## src/rtl/ri5cy_to_ahb_if.sv

```systemverilog
// Signal bundle between a RI5CY-style data port and an AHB-Lite master bridge.
// Modport master is the bridge view; slave is the core-plus-bus environment view.
interface ri5cy_to_ahb_if #(
    parameter int AHB_ADDR_WIDTH = 32,
    parameter int AHB_DATA_WIDTH = 32
);
    logic                      req_i;
    logic                      gnt_o;
    logic                      rvalid_o;
    logic                      we_i;
    logic [3:0]                be_i;
    logic [31:0]               addr_i;
    logic [31:0]               wdata_i;
    logic [31:0]               rdata_o;
    logic                      err_o;

    logic [AHB_ADDR_WIDTH-1:0] haddr_o;
    logic [AHB_DATA_WIDTH-1:0] hwdata_o;
    logic                      hwrite_o;
    logic [2:0]                hsize_o;
    logic [2:0]                hburst_o;
    logic [3:0]                hprot_o;
    logic [1:0]                htrans_o;
    logic                      hmastlock_o;
    logic [AHB_DATA_WIDTH-1:0] hrdata_i;
    logic                      hready_i;
    logic                      hresp_i;

    modport master (
        input  req_i, we_i, be_i, addr_i, wdata_i, hrdata_i, hready_i, hresp_i,
        output gnt_o, rvalid_o, rdata_o, err_o, haddr_o, hwdata_o, hwrite_o,
               hsize_o, hburst_o, hprot_o, htrans_o, hmastlock_o
    );

    modport slave (
        output req_i, we_i, be_i, addr_i, wdata_i, hrdata_i, hready_i, hresp_i,
        input  gnt_o, rvalid_o, rdata_o, err_o, haddr_o, hwdata_o, hwrite_o,
               hsize_o, hburst_o, hprot_o, htrans_o, hmastlock_o
    );
endinterface

```

## src/rtl/ri5cy_to_ahb.sv

```systemverilog
// RI5CY data port to AHB-Lite single-transfer master, one outstanding data phase.
// Define RI5CY_TO_AHB_ERR_EN to honour hresp_i (cancel next transfer, report err_o).
module ri5cy_to_ahb #(
    parameter int AHB_ADDR_WIDTH = 32,
    parameter int AHB_DATA_WIDTH = 32
) (
    input logic            clk,
    input logic            rstn,
    ri5cy_to_ahb_if.master bus
);
    typedef enum logic {IDLE, DATA} state_t;

    state_t                    state;
    logic [AHB_DATA_WIDTH-1:0] hwdata_q;
    logic [31:0]               rdata_q;
    logic                      rvalid_q;
    logic                      err_q;
    logic [2:0]                be_cnt;
    logic [2:0]                hsize;
    logic                      cancel;
    logic                      resp_err;
    logic                      issue;
    logic                      dphase_done;

`ifdef RI5CY_TO_AHB_ERR_EN
    // First cycle of an error response must not start a new address phase.
    assign cancel   = (state == DATA) & bus.hresp_i;
    assign resp_err = bus.hresp_i;
`else
    logic unused_hresp;
    assign unused_hresp = bus.hresp_i;
    assign cancel       = 1'b0;
    assign resp_err     = 1'b0;
`endif

    assign be_cnt = 3'(bus.be_i[0]) + 3'(bus.be_i[1]) + 3'(bus.be_i[2]) + 3'(bus.be_i[3]);

    always_comb begin
        hsize = 3'b010;
        case (be_cnt)
            3'd1:    hsize = 3'b000;
            3'd2:    hsize = 3'b001;
            default: hsize = 3'b010;
        endcase
    end

    assign issue       = rstn & bus.req_i & bus.hready_i & ~cancel;
    assign dphase_done = (state == DATA) & bus.hready_i;

    assign bus.gnt_o       = issue;
    assign bus.htrans_o    = (rstn & bus.req_i & ~cancel) ? 2'b10 : 2'b00;
    assign bus.haddr_o     = AHB_ADDR_WIDTH'(bus.addr_i);
    assign bus.hwrite_o    = bus.we_i;
    assign bus.hsize_o     = hsize;
    assign bus.hburst_o    = 3'b000;
    assign bus.hprot_o     = 4'b0011;
    assign bus.hmastlock_o = 1'b0;
    assign bus.hwdata_o    = hwdata_q;
    assign bus.rdata_o     = rdata_q;
    assign bus.rvalid_o    = rvalid_q;
    assign bus.err_o       = err_q;

    // A grant during data-phase completion overlaps the next address phase.
    always_ff @(posedge clk or negedge rstn) begin
        if (!rstn) begin
            state    <= IDLE;
            hwdata_q <= '0;
            rdata_q  <= '0;
            rvalid_q <= 1'b0;
            err_q    <= 1'b0;
        end else begin
            rvalid_q <= dphase_done;
            err_q    <= dphase_done & resp_err;
            if (dphase_done)
                rdata_q <= 32'(bus.hrdata_i);
            if (issue) begin
                state    <= DATA;
                hwdata_q <= AHB_DATA_WIDTH'(bus.wdata_i);
            end else if (dphase_done) begin
                state <= IDLE;
            end
        end
    end
endmodule

```

## src/flat_wrapper.sv

```systemverilog
// flat-port wrapper written by rule: the top's interface ports become plain ports
module ri5cy_to_ahb_flat 
#(
    parameter int AHB_ADDR_WIDTH = 32,
    parameter int AHB_DATA_WIDTH = 32
)
  (clk, rstn, bus_req_i, bus_we_i, bus_be_i, bus_addr_i, bus_wdata_i, bus_hrdata_i, bus_hready_i, bus_hresp_i, bus_gnt_o, bus_rvalid_o, bus_rdata_o, bus_err_o, bus_haddr_o, bus_hwdata_o, bus_hwrite_o, bus_hsize_o, bus_hburst_o, bus_hprot_o, bus_htrans_o, bus_hmastlock_o);
  ri5cy_to_ahb_if #(.AHB_ADDR_WIDTH(AHB_ADDR_WIDTH), .AHB_DATA_WIDTH(AHB_DATA_WIDTH)) bus_i ();
  input logic clk;
  input logic rstn;
  input wire logic [$bits(bus_i.req_i)-1:0] bus_req_i;
  input wire logic [$bits(bus_i.we_i)-1:0] bus_we_i;
  input wire logic [$bits(bus_i.be_i)-1:0] bus_be_i;
  input wire logic [$bits(bus_i.addr_i)-1:0] bus_addr_i;
  input wire logic [$bits(bus_i.wdata_i)-1:0] bus_wdata_i;
  input wire logic [$bits(bus_i.hrdata_i)-1:0] bus_hrdata_i;
  input wire logic [$bits(bus_i.hready_i)-1:0] bus_hready_i;
  input wire logic [$bits(bus_i.hresp_i)-1:0] bus_hresp_i;
  output wire logic [$bits(bus_i.gnt_o)-1:0] bus_gnt_o;
  output wire logic [$bits(bus_i.rvalid_o)-1:0] bus_rvalid_o;
  output wire logic [$bits(bus_i.rdata_o)-1:0] bus_rdata_o;
  output wire logic [$bits(bus_i.err_o)-1:0] bus_err_o;
  output wire logic [$bits(bus_i.haddr_o)-1:0] bus_haddr_o;
  output wire logic [$bits(bus_i.hwdata_o)-1:0] bus_hwdata_o;
  output wire logic [$bits(bus_i.hwrite_o)-1:0] bus_hwrite_o;
  output wire logic [$bits(bus_i.hsize_o)-1:0] bus_hsize_o;
  output wire logic [$bits(bus_i.hburst_o)-1:0] bus_hburst_o;
  output wire logic [$bits(bus_i.hprot_o)-1:0] bus_hprot_o;
  output wire logic [$bits(bus_i.htrans_o)-1:0] bus_htrans_o;
  output wire logic [$bits(bus_i.hmastlock_o)-1:0] bus_hmastlock_o;
  assign bus_i.req_i = bus_req_i;
  assign bus_i.we_i = bus_we_i;
  assign bus_i.be_i = bus_be_i;
  assign bus_i.addr_i = bus_addr_i;
  assign bus_i.wdata_i = bus_wdata_i;
  assign bus_i.hrdata_i = bus_hrdata_i;
  assign bus_i.hready_i = bus_hready_i;
  assign bus_i.hresp_i = bus_hresp_i;
  assign bus_gnt_o = bus_i.gnt_o;
  assign bus_rvalid_o = bus_i.rvalid_o;
  assign bus_rdata_o = bus_i.rdata_o;
  assign bus_err_o = bus_i.err_o;
  assign bus_haddr_o = bus_i.haddr_o;
  assign bus_hwdata_o = bus_i.hwdata_o;
  assign bus_hwrite_o = bus_i.hwrite_o;
  assign bus_hsize_o = bus_i.hsize_o;
  assign bus_hburst_o = bus_i.hburst_o;
  assign bus_hprot_o = bus_i.hprot_o;
  assign bus_htrans_o = bus_i.htrans_o;
  assign bus_hmastlock_o = bus_i.hmastlock_o;
  ri5cy_to_ahb #(.AHB_ADDR_WIDTH(AHB_ADDR_WIDTH), .AHB_DATA_WIDTH(AHB_DATA_WIDTH)) u_core (.clk(clk), .rstn(rstn), .bus(bus_i));
endmodule
```

## config.mk

```make
export PLATFORM = sky130hd
export DESIGN_NAME = ri5cy_to_ahb_flat
export DESIGN_NICKNAME = d
export VERILOG_FILES = /design/src/rtl/ri5cy_to_ahb_if.sv /design/src/rtl/ri5cy_to_ahb.sv /design/src/flat_wrapper.sv
export SDC_FILE = /design/constraint.sdc
export NUM_CORES = 1
export LEC_CHECK = 0
export ABC_CLOCK_PERIOD_IN_PS = 3700
export CELL_PAD_IN_SITES_DETAIL_PLACEMENT = 1
export CELL_PAD_IN_SITES_GLOBAL_PLACEMENT = 1
export CORE_MARGIN = 2
export CORE_UTILIZATION = 28
export DETAILED_ROUTE_END_ITERATION = 10
export PLACE_DENSITY = 0.9
export SLEW_MARGIN = 20
export SYNTH_ARGS = -nofsm -noshare
export SYNTH_HDL_FRONTEND = slang
export SYNTH_SLANG_ARGS = --single-unit
```

## constraint.sdc

```tcl
create_clock -name clk -period 3.7 [get_ports clk]
set_input_delay 0.74 -clock clk [delete_from_list [all_inputs] [get_ports clk]]
set_output_delay 0.74 -clock clk [all_outputs]
set_load 0.01 [all_outputs]
```

; ---- Word-level counts from Yosys, hierarchy flattened
; Cells that the tools add are included.
; Widths: inputs -> output; s select.
[word_totals]
regBits = 66
inputBits = 106
output_inout_bits = 113
elab_cells = 17
[classes]
n_addsub = 3
eq_ne = 2
n_mux = 4
bitwise = 3
n_reduce_logical = 1
[ops]
columns = cell, n
row1 = $add 3x1->3, 2
row2 = $pmux 2 s2, 1
row3 = $and 1x1->1, 3
row4 = $eq 3x1->1 const B, 1
row5 = $eq 3x2->1 const B, 1
row6 = $add 1x1->2, 1
row7 = $mux 1, 2
row8 = $mux 2, 1
row9 = $reduce_bool 2->1, 1

; ---- Longest topological paths before layout
[logic_depth]
word_depth = 5
ltp_mapped = 5

; ---- Worst setup path before layout
; Ideal clock, no wire load.
[synth_path]
kind = input to output
startpoint = input bus_be_i[0]
endpoint = output bus_hsize_o[0]
t_arrival_ns = 2.006
required_time_ns = 2.960
setup_slack_ns = 0.954
stages = 4
path_buffers = 0
cell_sequence = ha_1 fa_1 ha_1 nor3b_1
[synth_between]
elab_chain_len = 5
elab_cells_between_ends = 6
[synth_lines]
columns = element, line
row1 = from (decl), flat_wrapper.sv:13  ; input wire logic [$bits(bus_i.be_i)-1:0] bus_be_i;
row2 = $add 1x1->2 (*), ri5cy_to_ahb.sv:36  ; assign be_cnt = 3'(bus.be_i[0]) + 3'(bus.be_i[1]) + 3'(bus.be_i[2]) + 3'(bus.be_i[3]);
row3 = $add 3x1->3 (*) (2 in series), ri5cy_to_ahb.sv:36
row4 = $eq 3x2->1 / $eq 3x1->1 (equally long branches), ri5cy_to_ahb.sv:40  ; case (be_cnt)
row5 = $pmux 2 s2 (*), ri5cy_to_ahb.sv:40
row6 = to (decl), flat_wrapper.sv:26  ; output wire logic [$bits(bus_i.hsize_o)-1:0] bus_hsize_o;
; Every way passes the cells marked *; elsewhere a longest branch is shown, timed or not.

; ---- Worst setup path after layout
[layout_path]
startpoint = input bus_be_i[0]
endpoint = output bus_hsize_o[1]
; Same word-level chain as after synthesis.

==> reports/metrics.cfg <==
[synth]
synth.top_cells.by_count=dfrtp_1, buf_4, mux2_2, mux2_4
yosys_warnings=0
synth_top_family_by_area=multiplexers
synth_area_leaders=dfrtp_1, mux2_4, mux2_2, buf_4, clkbuf_8
synth_most_common_cell=dfrtp_1
yosys.area_share.simple_pct=1.46
synth_cells=195
synth_edf_count=0
synth_top_area_cell=dfrtp_1
synthFlopType=dfrtp_1
synthXorXnorAreaFrac_pct=0.292
yosys.cell_types.count=17
synth_area_um2=3000
synth_seq_area_share_pct=55.0
synth_mux_area_share_pct=27.5
ys_ff_latch=66
synth_area_per_cell_um2=15.4
synth_compound_area_share_pct=0.167
synth-adder-area-share_pct=1.50
synthArstFlopShare_pct=100
synth_top_area_share_pct=55.0

[setup_path]
critical_path_arrival_ps=2550
worst-setup-path-type=input port to output port
crit_fanout=2
end_kind=output port
crit_required_ps=2960
r2r-end=u_core.bus.rdata_o[8]$_DFFE_PN0P_
r2r_start=u_core.state$_DFFE_PN0P_
startpoint_type=input port
ff2ff_path_depth=2
r2r_slack_ps=2200

[global_routing]
grt.overflow.total=0
grt_pass1_wl_um=10600
grt_util_all_layers_pct=12.1
grt_pass1_vias=2063
grt_max_degree=39
antenna_found_initial=0

[route]
drtIter0Drc=29
drc_errors=0
wire_per_inst_um=15.6
firstDrtPassIters=2
viasPerCell=4.15
ant_nets=0
drt-total-wl_um=7000
vias=1857

[sta]
hold_slack_ps=494
layout_min_cycle_time_ps=3290
finalClockSkew_ps=5.11
fmax_mhz=304
maxSlewViolCount=0
finalCritPeriodShare_pct=88.8
tightest_slew_ps=744
finalSetupViolCount=0
tns_ps=0
relSlewSlack_pct=50.2
hold_viol=0
rsz0062_at_grt=false

[final_layout]
fillers=1110
area_growth_syn_to_layout_pct=47.5
drive_gt1_share_pct=26.9
insertedDiodeCount=0
final_nets=417

[power_and_ir_drop]
max-vdd-ir-drop_mv=0.196
p_per_area_nw_per_um2=525
p_leak_nw=1.98
total_power_mw=2.33
combPwrFrac_pct=31.8
p_int_mw=1.74
power.switching_mw=0.589
p_sw_share_pct=25.3
seqPwrFrac_pct=41.7
p_clk_share_pct=26.5

[status]
status=complete, no violations

[clocking]
hold_buffers=0
cts_buffers=9
cts_tree=built
cts.sinks=66
clock_tree.root_cell=clkbuf_8
path_clk_slew_ps=70
cts_post_setup_buffers_inserted=0
clk_path_buf_depth=2
clk_latency_ps=320
cts_resized=0
h-tree-depth=3

[floorplan]
core_um2=10400
pin_count=219
die_x_um=108
initial_core_util_pct=29.0
die_area_um2=11600
die_y_um=108
rows=37

[job]
max-cap-violations=0

[place]
dpl.hpwl_um=5380
gp_congestion=0.662
io_buffer_count=140

[hold_path]
hp-class=input port to async pin

[cell type report]
| type | count | area [µm²] | area share [%] |
|---|---|---|---|
| flip-flops and latches | 66 | 1650 | 37.3 |
| repair buffers | 143 | 1420 | 32.1 |
| multi-input cells | 85 | 970 | 21.9 |
| well taps | 136 | 170 | 3.84 |
| clock buffers | 13 | 169 | 3.81 |
| clock inverters | 2 | 35.0 | 0.791 |
| inverters | 3 | 11.3 | 0.254 |
[per-stage QoR]
| stage | cell area (µm²) | instances | setup slack (ps) | util, % |
|---|---|---|---|---|
| detailed placement | 4220 | 433 | 49.1 | 40.7 |
| global placement | 4220 | 433 | 92.9 | 40.7 |
| CTS | 4430 | 448 | 32.1 | 42.7 |
| finish | 4430 | 448 | 414 | 42.7 |
| floorplan | 3040 | 204 | 954 | - |
| global route | 4430 | 448 | 347 | 42.7 |
[routing by layer]
metal	GRT usage, %	share of wire, %
met2	20.2	48
met1	13.6	39
met4	5.68	2.0
met5	0	0
met3	4.60	11
[critical path, cell delays in order]
cell	delay (ps)
clkdlybuf4s50_1	410
ha_1	320
fa_1	370
ha_1	310
xor2_1	160
nand2b_1	60
dlymetal6s2s_1	170
[power groups by stage]
stage	Combinational (mW)	Clock, mW	Sequential, mW
after floorplan	0.261	0	1.04
after global placement	0.733	0	0.975
after detailed placement	0.753	0	0.984
after CTS	0.756	0.650	0.974
after global routing	0.792	0.675	0.989
final	0.741	0.616	0.970
[cells by family after synthesis]
logic type	Yosys count
adder cells (fa/ha/maj)	3
AO/OA/AOI/OAI	1
buffers and inverters	53
flip-flops	66
XOR/XNOR	1
other	2
AND/OR/NAND/NOR	5
multiplexers	64
[flip-flops by register name, summed over array words and instances, names as in the netlist]
| register | count |
|---|---|
| u_core.state | 1 |
| u_core.bus.rdata_o | 32 |
| u_core.bus.rvalid_o | 1 |
| u_core.bus.hwdata_o | 32 |
[cell usage in the layout, fill, tap and decap left out, types with 2 or more instances in the layout]
master,synthesis,final
dlymetal6s2s_1,0,2
conb_1,2,11
mux2_2,36,36
ha_1,2,2
clkbuf_8,3,12
dfrtp_1,66,66
buf_4,44,3
mux2_4,28,28
clkdlybuf4s50_1,0,137
inv_1,3,3
[how the worst max path moves through the flow]
stage / from / to / slack [ps]
finish: bus_be_i[0] / bus_hsize_o[1] / 410
global route: bus_be_i[0] / bus_hsize_o[1] / 350
CTS: bus_be_i[0] / bus_hsize_o[0] / 30
detailed placement: bus_be_i[0] / bus_hsize_o[0] / 50
global placement: bus_be_i[0] / bus_hsize_o[1] / 90
floorplan: bus_be_i[0] / bus_hsize_o[0] / 950
Power figures use the tool's default switching activity.
